[src/rtl/uart_tx_arbiter.sv]
// Message-locked arbiter sharing one uart_tx byte transmitter among N_REQ sources.
// Define UART_ARB_FIXED_PRIO_EN for fixed priority (lowest index wins); default is round-robin.
module uart_tx_arbiter #(
  parameter int N_REQ        = 4,
  parameter int PAYLOAD_BITS = 8
) (
  input  logic                          clk,
  input  logic                          resetn,
  input  logic [N_REQ-1:0]              req,
  input  logic [N_REQ*PAYLOAD_BITS-1:0] req_data,
  input  logic [N_REQ-1:0]              req_last,
  output logic [N_REQ-1:0]              ack,
  output logic [N_REQ-1:0]              grant,
  output logic                          active,
  output logic [15:0]                   byte_cnt,
  input  logic                          uart_tx_busy,
  output logic                          uart_tx_en,
  output logic [PAYLOAD_BITS-1:0]       uart_tx_data
);
  localparam int IW = $clog2(N_REQ);

  typedef enum logic [2:0] {
    S_IDLE, S_LOAD, S_START, S_WAIT_BUSY, S_WAIT_DONE
  } state_t;

  state_t                  state, state_nxt;
  logic [IW-1:0]           idx, idx_nxt;
  logic [IW-1:0]           pick_idx;
  logic                    pick_valid;
  logic [PAYLOAD_BITS-1:0] data_q;
  logic                    last_q;
  logic [PAYLOAD_BITS-1:0] slice [N_REQ];

  for (genvar i = 0; i < N_REQ; i++) begin : g_slice
    assign slice[i] = req_data[i*PAYLOAD_BITS +: PAYLOAD_BITS];
  end

`ifdef UART_ARB_FIXED_PRIO_EN
  always_comb begin
    pick_valid = 1'b0;
    pick_idx   = '0;
    for (int i = N_REQ - 1; i >= 0; i--) begin
      if (req[i]) begin
        pick_valid = 1'b1;
        pick_idx   = IW'(i);
      end
    end
  end
`else
  logic [IW-1:0] ptr, ptr_nxt;

  // Scan downward from the farthest candidate so the one nearest the pointer wins.
  always_comb begin
    logic [IW-1:0] cand;
    pick_valid = 1'b0;
    pick_idx   = '0;
    cand       = '0;
    for (int k = N_REQ - 1; k >= 0; k--) begin
      cand = IW'((int'(ptr) + k) % N_REQ);
      if (req[cand]) begin
        pick_valid = 1'b1;
        pick_idx   = cand;
      end
    end
  end
`endif

  // NOTE: every output of a combinational block gets a default first; a path that skips an
  // assignment would otherwise infer a latch.
  always_comb begin
    state_nxt  = state;
    idx_nxt    = idx;
    ack        = '0;
    uart_tx_en = 1'b0;
`ifndef UART_ARB_FIXED_PRIO_EN
    ptr_nxt    = ptr;
`endif
    case (state)
      S_IDLE: begin
        if (pick_valid) begin
          idx_nxt   = pick_idx;
          state_nxt = S_LOAD;
        end
      end
      S_LOAD: begin
        if (req[idx]) begin
          ack[idx]  = 1'b1;
          state_nxt = S_START;
        end
      end
      S_START: begin
        if (!uart_tx_busy) begin
          uart_tx_en = 1'b1;
          state_nxt  = S_WAIT_BUSY;
        end
      end
      S_WAIT_BUSY: begin
        if (uart_tx_busy) state_nxt = S_WAIT_DONE;
      end
      S_WAIT_DONE: begin
        if (!uart_tx_busy) begin
          if (last_q) begin
            state_nxt = S_IDLE;
`ifndef UART_ARB_FIXED_PRIO_EN
            ptr_nxt   = (idx == IW'(N_REQ - 1)) ? '0 : idx + 1'b1;
`endif
          end else begin
            state_nxt = S_LOAD;
          end
        end
      end
      default: state_nxt = S_IDLE;
    endcase
  end

  // NOTE: sequential state uses non-blocking assignments so every register samples
  // pre-edge values, independent of statement order.
  always_ff @(posedge clk) begin
    if (!resetn) begin
      state    <= S_IDLE;
      idx      <= '0;
      data_q   <= '0;
      last_q   <= 1'b0;
      byte_cnt <= '0;
`ifndef UART_ARB_FIXED_PRIO_EN
      ptr      <= '0;
`endif
    end else begin
      state <= state_nxt;
      idx   <= idx_nxt;
`ifndef UART_ARB_FIXED_PRIO_EN
      ptr   <= ptr_nxt;
`endif
      if (state == S_IDLE && pick_valid) begin
        byte_cnt <= '0;
      end else if (uart_tx_en && byte_cnt != 16'hFFFF) begin
        byte_cnt <= byte_cnt + 16'd1;
      end
      if (|ack) begin
        data_q <= slice[idx];
        last_q <= req_last[idx];
      end
    end
  end

  assign grant        = (state == S_IDLE) ? '0 : ({{(N_REQ-1){1'b0}}, 1'b1} << idx);
  assign active       = (state != S_IDLE);
  assign uart_tx_data = data_q;

endmodule

[config.mk]
export PLATFORM = sky130hd
export DESIGN_NAME = uart_tx_arbiter
export DESIGN_NICKNAME = d
export VERILOG_FILES = /design/src/rtl/uart_tx_arbiter.sv
export SDC_FILE = /design/constraint.sdc
export NUM_CORES = 1
export LEC_CHECK = 0
export ABC_AREA = 1
export BUFFER_PORTS_ARGS = -buffer_cell sky130_fd_sc_hd__buf_2
export CAP_MARGIN = 10
export CORE_ASPECT_RATIO = 0.9
export CORE_MARGIN = 2
export CORE_UTILIZATION = 45
export DETAILED_ROUTE_END_ITERATION = 10
export HOLD_SLACK_MARGIN = 0.08
export PLACE_DENSITY = 0.83
export SETUP_SLACK_MARGIN = 0.5
export SYNTH_ARGS = -nofsm -noshare
export SYNTH_HDL_FRONTEND = slang
export SYNTH_SLANG_ARGS = --single-unit
[constraint.sdc]
create_clock -name clk -period 1.9 [get_ports clk]
set_input_delay 0.095 -clock clk [delete_from_list [all_inputs] [get_ports clk]]
set_output_delay 0.095 -clock clk [all_outputs]
set_load 0.01 [all_outputs]
# After elaboration in Yosys (flattened, before gate mapping)
# Cells that the tools add are included.
# totals
ff_bits	32
latchBits	0
ram_bits	0
mem_bits_ro	0
inputBits	43
output_inout_bits	34
word_cells	81
memories	0
# classes
add_sub_neg	5
mul	0
n_div	0
magnitude_cmp	7
eq_ne	11
n_shift	1
mux	38
n_bitwise	3
n_reduce_logical	10
# ops
op	n
adder 16 x 1 -> 16 bit (second input constant)	1
binary-select mux 8 bit (select 2 bit)	1
2-to-1 mux 8 bit	2
inequality test 16 bit (second input constant)	1
less-than comparator 2 x 3 -> 1 bit (second input constant)	5
2-to-1 mux 3 bit	5
one-hot mux 3 bit (5 select lines)	1
2-to-1 mux 1 bit	14
binary-select mux 1 bit (select 2 bit)	6
2-to-1 mux 4 bit	3
2-to-1 mux 2 bit	5
inequality test 2 bit (second input constant)	5
equality test 3 x 2 -> 1 bit (second input constant)	2
AND reduction 5 bit	1
adder 2 x 1 -> 2 bit (second input constant)	2
adder 2 bit (second input constant)	2
OR reduction 4 bit	1
<< shifter 1 x 2 -> 4 bit (first input constant)	1
equality test 3 x 1 -> 1 bit (second input constant)	1
equality test 3 bit (second input constant)	1
>= comparator 3 bit (second input constant)	1
logical AND 1 bit	3
logical NOT 3 bit	1
NOT 2 -> 3 bit	1
other kinds (8)	9

# Longest topological paths before layout
# Gate-level depths: netlist of run 1.
# depth
ltp_word	9
depth_mapped	12
ltp_nobuf	12

# Least setup slack after synthesis of run 1
# OpenSTA, ideal clock, no wires.
# synth_path
path_type	reg2reg
startpoint	reg byte_cnt[0]
endpoint	reg byte_cnt[12]
setup_ps	115
t_arrival_ps	1521
required_time_ps	1785
slack_ps	264
stages_incl_launch_ff	12
path_buffers	1
period_less_slack_ps	1636
cell_sequence	dfxtp_1 > ha_1 > inv_1 > nor2_4 > inv_2 > nor3_4 > nand2_1 > nand2_4 > inv_4 > buf_6 > a21oi_1 > nor2_1
# synth_via
elab_chain_len	2
word_cells_on_any_way	3
classes_between	1 x add/sub; 1 x eq/ne; 1 x reduce/logical
# synth_rtl
element	line	text
start, declared	15	output logic [15:0] byte_cnt,
start signal, assigned	137	byte_cnt <= byte_cnt + 16'd1;
branches (longest 2 deep; another with adder 16 x 1 -> 16 bit)	n/a	
# Parallel ways; which one is timed is not known.
# A chain may end at the register's enable or synchronous reset.

# Worst setup path in the final report of run 1
# layout_path
startpoint	reg state[1]
endpoint	out ack[1]
# layout_via
elab_chain_len	2
# layout_rtl
element	line	text
start, declared	26	state_t state, state_nxt;
start signal, assigned	129	state <= state_nxt;
equality test 3 x 1 -> 1 bit	78	case (state)
2-to-1 mux 4 bit	78	
end, declared	12	output logic [N_REQ-1:0] ack,
# Every way passes these cells.

==> metrics.txt, run 1 <==
worst stage delay on the critical path 0.36 ns; chip height 70.6 um; Slew Limit Fails 0; routed vias/inst 5.65; critical path type flip-flop to primary output; Tot GR Track Use 24.1%; Net Sw Power 0.00129 W; Slowest-stage cell, CP dfxtp_1; Die Width 77.9 um; CP arrival 1.55 ns; Syn Inst Count 348; clk buf depth 2; largest net degree at the start of global routing 22; setup violators final 0; root buffer cell clkbuf_8; Max-slew headroom 76.8%; syn nets 396; crit-path max FO 4; clock share of power 18.5%; area leader, netlist dfxtp_1; WL per Instance 16.3 um; share of layout cells above drive strength 1 51.1%; vias 2966; Tcrit/Tclk final 86.5%; Clock Sinks 32; outcome complete, no violations; Mapped Area 0.00221 mm^2; Synth warnings 0; max_cap viols 0; # diodes 0; drt first pass iters 5; leakage 1.53 nW; DRT Wirelength 8580 um; DIE AREA 0.00550 mm^2; Distinct cells, synth 29; dpl hpwl 4470 um; highest clock rate 609 MHz; GRT overflow 0; average instance area after synthesis 6.36 um^2; Initial DRC Count 263; post-layout util 72.2%; RSZ-0062 raised after global routing yes; Worst-Skew Late Latency 0.29 ns; WP data required 1.80 ns; Clock Skew 0.0126 ns; H-tree depth 2; IO buf count 76; Internal Pwr Total 0.00168 W; setup_tns 0 ns; P per Cell Area 856 mW/mm^2; clock slew at reported path FFs 0.08 ns; initial antenna violation count 0; vias in the first global route 2564; Boundary Pins 77; floorplan core area 0.00480 mm^2; Nets 507; Worst IR Drop VDD 0.741 mV; top post-synthesis cells by area dfxtp_1, nand2_1, nor2_1, o21ai_0, inv_1; sequential share of the synthesized area 28.9%; drt drc 0; clock period minus worst slack 1.64 ns; Seq cells post-synth 32; Initial Util 46.1%; TritonCTS buffer count 5; final hold violations 0; Min-Delay Path Class input port to flip-flop; Worst Setup Start Kind flip-flop; part of the power in combinational logic 53.0%; DRT antenna net count 0; row cnt 24; worst hold slack 0.0817 ns; worst path cell trace inv_1 -> nand3_2 -> nor2_4 -> inv_4 -> nor2_2 -> buf_2; Worst-Margin Slew 0.345 ns; RD Place Congestion 0.860; Seq pwr share 28.5%; Area Growth Syn to Fin 56.6%; crit end category primary output; sw frac 43.5%; TritonCTS clock tree built; top cell type's share of synthesized area 28.9%; first-pass GRT wire length 11100 um
## power by group through the flow
| stage | combinational [W] | clock, W | sequential [W] |
|---|---|---|---|
| finish | 0.00157 | 0.000550 | 0.000846 |
| global route | 0.00169 | 0.000574 | 0.000852 |
| CTS | 0.00108 | 0.000546 | 0.000825 |
| detailed placement | 0.000954 | 0 | 0.000829 |
| global placement | 0.000935 | 0 | 0.000827 |
| floorplan | 0.000664 | 0 | 0.000851 |
## final cells by class
type,count,area [um^2]
fill,347,1340
timing repair inverter,1,7.51
timing repair buffer,112,717
tap,65,81.3
sequential,32,668
inverter,33,149
multi-input combinational,274,1760
clock buffer,8,90.1
## path summary, 6_finish.rpt
kind	from	slack [ns]	depth (start not counted)	endpoint
setup / recovery	state[1]	0.26	6	ack[1]
hold / removal	uart_tx_busy	0.08	3	state[2]
setup reg to reg	state[1]	0.26	8	uart_tx_data[7]
hold reg to reg	uart_tx_data[2]	0.48	2	uart_tx_data[2]
## logic make-up after synthesis
| kind of cell | share of synthesized area, % |
|---|---|
| adders and majority gates | 2.82 |
| xor gates and xnor gates | 2.37 |
| buffers and inverters | 9.15 |
| DFF | 28.9 |
| AOI/OAI and AO/OA | 18.1 |
| and+or+nand+nor | 38.6 |
## state kept, by name (all words and copies together), names as in the netlist
name          flops
last_q            1
state             3
uart_tx_data      8
ptr               2
idx               2
byte_cnt         16
## Yosys cell counts
cell,number
inv_2,4
ha_1,5
nand3_1,20
o22ai_1,10
a21oi_2,8
nor3_1,5
nor2_4,2
o21ai_1,1
dfxtp_1,32
clkbuf_2,1
a21oi_1,14
nand2_4,5
nand4_1,6
clkbuf_1,5
nand2_2,7
inv_1,27
o21ai_0,37
nor2_2,2
buf_2,1
xor2_1,6
nor3_4,1
nand3b_1,1
buf_6,4
or2_2,1
a211oi_1,1
nand2_1,75
nor2_1,64
inv_4,2
nor4_1,1
## metrics by stage
step / total power [W] / setup WS (ns) / cell area [um^2] / instances
final: 0.00297 / 0.257 / 3470 / 525
after global routing: 0.00312 / 0.169 / 3470 / 525
after CTS: 0.00245 / 0.426 / 2950 / 503
after detailed placement: 0.00178 / 0.246 / 2660 / 482
after global placement: 0.00176 / 0.321 / 2660 / 482
after floorplan: 0.00151 / 0.396 / 2260 / 348
## cell usage in the layout (no fill, tap or decap), types with 8 or more instances in the layout
master and instances:
buf_4 27, o21ai_0 27, nor2_1 47, nand2_4 9
nand3_1 15, nand2_2 21, dfxtp_1 22, inv_1 18
nor2_2 14, a21oi_1 8, buf_2 75, a21oi_2 14
o22ai_1 8, nand2_1 56
## routing by layer
metal  vias up  global-route usage [%]  share of wire (%)
li1       1360                       -                  -
met3        64                    4.34                6.1
met2       170                    42.2                 50
met4         0                    10.3                6.0
met1      1372                    29.2                 38
met5         -                       0                  0
## critical path: cells and delay by family, from the launching register on
kind                   cells  cell delay [ns]
AND/OR/NAND/NOR            3             0.49
buffers and inverters      3             0.40
flip-flops                 1             0.36
## what timing repair did
action	CTS	global route
buffers inserted	12	19
pin swaps	10	28
setup endpoints to repair	38	39
gates cloned	1	3
hold buffers	0	0
resized for setup	35	96
Power figures use the tool's default switching activity.
==> inputs of run 2 (changes only) <==
--- a/config.mk
+++ b/config.mk
@@ -5,7 +5,6 @@
 export SDC_FILE = /design/constraint.sdc
 export NUM_CORES = 1
 export LEC_CHECK = 0
-export ABC_AREA = 1
 export BUFFER_PORTS_ARGS = -buffer_cell sky130_fd_sc_hd__buf_2
 export CAP_MARGIN = 10
 export CORE_ASPECT_RATIO = 0.9
@@ -13,7 +12,7 @@
 export CORE_UTILIZATION = 45
 export DETAILED_ROUTE_END_ITERATION = 10
 export HOLD_SLACK_MARGIN = 0.08
-export PLACE_DENSITY = 0.83
+export PLACE_DENSITY = 0.84
 export SETUP_SLACK_MARGIN = 0.5
 export SYNTH_ARGS = -nofsm -noshare
 export SYNTH_HDL_FRONTEND = slang
==> run 2 against run 1 <==
  * Critical path depth decreased by 2
  * Worst hold slack better by 0.017 ns
  * Die area down 8.6%
  * Global-route usage down 0.54 points
  * Largest cell class unchanged
  * Clock power down 4.4%
  * Power decreased by 39%
  * Largest power group is now registers
  * Combinational power is 64% lower
==> metrics.txt, run 2 <==
Syn Inst Count 228; area leader, netlist dfxtp_1; Initial Util 46.1%; clk buf depth 2; top cell type's share of synthesized area 31.8%; DRT Wirelength 6610 um; Max-slew headroom 77.8%; GR peak layer met2; leakage 1.38 nW; CP arrival 1.65 ns; final worst slack 0.158 ns; WL per Instance 16.2 um; dpl hpwl 3970 um; crit-path max FO 4; average instance area after synthesis 8.84 um^2; root buffer cell clkbuf_8; Worst Setup Start Kind flip-flop; outcome complete, no violations; Post-synth ARST share 0%; vias 2283; WP data required 1.80 ns; TritonCTS buffer count 5; crit end category primary output; Synth warnings 0; drt drc 0; syn nets 276; first-pass GRT wire length 9180 um; Distinct cells, synth 45; H-tree depth 2; floorplan core area 0.00437 mm^2; top post-synthesis cells by area dfxtp_1, mux4_2, nand2_1, mux2i_1, a21oi_1; commonest non-fill, non-tap cell in the layout buf_2; grt met3 use 4.93%; setup_tns 0 ns; Clock Sinks 32; worst path cell trace mux4_2 -> and3_4 -> and2_4 -> buf_6; Tot GR Track Use 23.6%; Worst-Skew Late Latency 0.29 ns; Slew Limit Fails 0; Worst-Margin Slew 0.330 ns; Synth Flop Type dfxtp_1; largest net degree at the start of global routing 23; Seq cells post-synth 32; met2 GRT Util 43.8%; most common cell in the netlist dfxtp_1; chip height 67.5 um; TritonCTS clock tree built; row cnt 23; routed vias/inst 5.58; number of flip-flops in the largest register 16; Post-Place Worst Slack 0.228 ns; RD Place Congestion 0.892; share of layout cells above drive strength 1 62.2%; # diodes 0; Largest Register byte_cnt; DIE AREA 0.00503 mm^2; Clock Skew 0.00757 ns; Boundary Pins 77; final hold violations 0; Min-Delay Path Class input port to flip-flop; drt first pass iters 5; DRT antenna net count 0; Post-Layout Inst Area 0.00332 mm^2; Worst IR Drop VDD 0.339 mV; setup violators final 0; Tcrit/Tclk final 91.7%; sequential share of the synthesized area 31.8%; clock period minus worst slack 1.74 ns; RSZ-0062 raised after global routing yes; max_cap viols 0; GRT overflow 0; most frequent cells in the layout buf_2, buf_4, nand2_1, buf_6, dfxtp_1; Nets 394; Slowest-stage cell, CP mux4_2; met1 Usage GRT 26.4%; P per Cell Area 544 mW/mm^2; clock slew at reported path FFs 0.07 ns; worst stage delay on the critical path 0.51 ns; vias in the first global route 2092; Post-DP Area 0.00264 mm^2; initial antenna violation count 0; Post-synth top cells dfxtp_1, nand2_1, a21oi_1, nand3_1, o21ai_0; critical path type flip-flop to primary output; Mapped Area 0.00201 mm^2; IO buf count 76; Die Width 74.5 um; Post-synth EDFFs 0; highest clock rate 574 MHz; Initial DRC Count 102; Area Growth Syn to Fin 64.8%
run 2: power by group:
| group | switching [W] | internal [W] | total (W) |
|---|---|---|---|
| Sequential | 0.0000247 | 0.000688 | 0.000712 |
| Clock | 0.000269 | 0.000257 | 0.000526 |
| Combinational | 0.000274 | 0.000293 | 0.000567 |
| Total | 0.000567 | 0.00124 | 0.00181 |
run 2: stage by stage:
step,total power (W),hold WS [ns],utilization [%],std cells
after floorplan,0.000973,0.241,-,228
after global placement,0.00109,0.397,60.3,365
after detailed placement,0.00110,0.391,60.3,365
after CTS,0.00171,0.0968,70.4,400
after global routing,0.00189,0.0985,75.9,409
final,0.00181,0.0982,75.9,409
run 2: per-layer routing:
layer	wire, um	up-vias
li1	-	1086
met1	2650	1082
met2	3440	103
met3	410	12
met4	113	0
met5	0	-
run 2: kinds of logic after synthesis:
logic type,count (synthesis),share of synthesized area [%]
fa+ha+maj,5,3.11
flops,32,31.8
mux,19,15.7
buf+inv,22,4.97
compound gates,51,16.2
simple gates,99,28.3
run 2: critical path, delay by kind of cell (launching register included):
| kind | cells | cell delay, ns |
|---|---|---|
| muxes | 1 | 0.51 |
| DFF | 1 | 0.37 |
| and+or+nand+nor | 2 | 0.37 |
| buffers and inverters | 1 | 0.11 |
run 2: worst paths after layout:
check             startpoint              end  slack (ns)  depth (start not counted)
max reg2reg           idx[0]  uart_tx_data[2]        0.23                          7
min reg2reg  uart_tx_data[0]  uart_tx_data[0]        0.47                          2
min                   resetn         state[0]         0.1                          2
max                   idx[0]           ack[3]        0.16                          4
run 2: cell type report:
| type | instances | area [um^2] |
|---|---|---|
| timing repair buffer | 122 | 835 |
| inverter | 8 | 35.0 |
| sequential | 32 | 687 |
| multi-input combinational | 177 | 1600 |
| clock inverter | 1 | 5.00 |
| tap | 62 | 77.6 |
| fill | 313 | 1050 |
| clock buffer | 7 | 76.3 |
run 2: repair_timing:
item,in CTS,in global routing
gates cloned,3,1
hold buffers,0,0
setup buffers,24,8
setup endpoints to repair,37,38
pin swaps,25,19
resized for setup,40,44
==> inputs of run 3 (changes only) <==
==> constraint.sdc (replaced) <==
create_clock -name clk -period 1.7 [get_ports clk]
set_input_delay 0.085 -clock clk [delete_from_list [all_inputs] [get_ports clk]]
set_output_delay 0.085 -clock clk [all_outputs]
set_load 0.01 [all_outputs]
==> run 3 against run 2 <==
  * The run now ends with setup timing left
  * Via count is 11% higher
  * Routed wire length is 30% higher
  * Sequential power is 13% higher
  * Highest routed layer unchanged
==> metrics.txt, run 3 (synthesized netlist as in run 2, its figures left out) <==
outcome complete, but fails checks; failing checks setup timing; Worst-Margin Slew 0.395 ns; Slew Limit Fails 0; DRT Wirelength 8580 um; Seq. cell area 681 um^2; Largest Register byte_cnt; Nets 403; final hold violations 0; WL per Instance 20.5 um; row cnt 23; TritonCTS clock tree built; vias in the first global route 2238; initial antenna violation count 0; Clock Skew 0.0132 ns; Tcrit/Tclk final 105%; IO buf count 76; Worst Setup Start Kind flip-flop; drt drc 0; FILL cells 248; critical path type flip-flop to primary output; Pwr Total 0.00223 W; Boundary Pins 77; crit end category primary output; worst stage delay on the critical path 0.54 ns; RSZ-0062 raised after global routing yes; P per Cell Area 630 mW/mm^2; clock period minus worst slack 1.78 ns; Worst IR Drop VDD 0.420 mV; Slowest-stage cell, CP mux4_2; Initial Util 46.1%; WP data required 1.62 ns; Clock Sinks 32; vias 2524; clock slew at reported path FFs 0.08 ns; DIE AREA 0.00503 mm^2; first-pass GRT wire length 10300 um; routed vias/inst 6.02; Worst-Skew Late Latency 0.31 ns; worst hold slack 0.137 ns; dpl hpwl 4010 um; clk buf depth 2; largest net degree at the start of global routing 19; CP arrival 1.69 ns; Max-slew headroom 73.7%; highest clock rate 563 MHz; crit-path max FO 4; Min-Delay Path Class input port to flip-flop; multi-input logic area 0.00170 mm^2; setup violators final 12; final worst slack -0.0768 ns; Tot GR Track Use 27.0%; Die Width 74.5 um; TritonCTS buffer count 5; reg-to-reg setup timing slack -0.07 ns; H-tree depth 2; post-layout util 80.8%; leakage 1.43 nW; RD Place Congestion 0.945; DRT antenna net count 0; root buffer cell clkbuf_8; drt first pass iters 4; Area Growth Syn to Fin 75.5%; number of flip-flops in the largest register 16; Initial DRC Count 216; chip height 67.5 um; floorplan core area 0.00437 mm^2; max_cap viols 0; GRT overflow 0; share of layout cells above drive strength 1 66.9%; commonest non-fill, non-tap cell in the layout buf_2; most frequent cells in the layout buf_2, buf_4, nand2_1, buf_6, dfxtp_1; Post-Place Worst Slack 0.0164 ns; worst path cell trace mux4_2 -> and3_4 -> and2_4 -> buf_6
run 3: cell count changes in the layout (fill, tap and decap cells not counted), sizes merged:
| cell | before | now |
|---|---|---|
| buf | 122 | 132 |
| nand4 | 8 | 7 |
| diode | 0 | 1 |
run 3: worst paths after layout:
check,depth (start not counted),end,startpoint
hold / removal,2,state[0],resetn
setup / recovery,4,ack[3],idx[0]
hold reg to reg,2,uart_tx_data[0],uart_tx_data[0]
setup reg to reg,7,uart_tx_data[2],idx[0]
run 3: power by group:
group	switching (W)	internal [W]
logic	0.000350	0.000369
clock network	0.000329	0.000376
registers	0.0000326	0.000771
run 3: critical path, delay by kind of cell (launching register included):
kind | cells | cell delay, ns
multiplexers | 1 | 0.54
flip-flops | 1 | 0.39
buffers and inverters | 1 | 0.11
AND/OR/NAND/NOR | 2 | 0.34
run 3: stage by stage:
step	instances	setup TNS [ns]	area [um^2]
after floorplan	228	-0.506	2230
after global placement	367	0	2670
after detailed placement	367	0	2670
after CTS	396	-0.00521	3150
after global routing	418	-1.06	3530
final	419	-0.497	3540
run 3: final cells by class:
class / count / share of cell area [%]
Multi-Input combinational cell: 176 / 48.1
Timing Repair Buffer: 132 / 26.6
Sequential cell: 32 / 19.2
Clock buffer: 7 / 2.76
Tap cell: 62 / 2.19
Inverter: 8 / 0.920
Clock inverter: 1 / 0.142
Antenna cell: 1 / 0.0708
run 3: timing repair:
action | CTS | global route
cloned | 0 | 2
pin swaps | 26 | 21
setup endpoints to repair | 41 | 41
resized for setup | 56 | 44
hold buffers | 0 | 0
setup buffers | 21 | 20
run 3: layer usage:
metal / up-vias / global-route usage, % / routed length [um]
met5: - / 0 / 0
met4: 0 / 9.38 / 408
met3: 40 / 5.22 / 521
met2: 159 / 49.8 / 4430
met1: 1220 / 31.1 / 3220
li1: 1105 / - / -
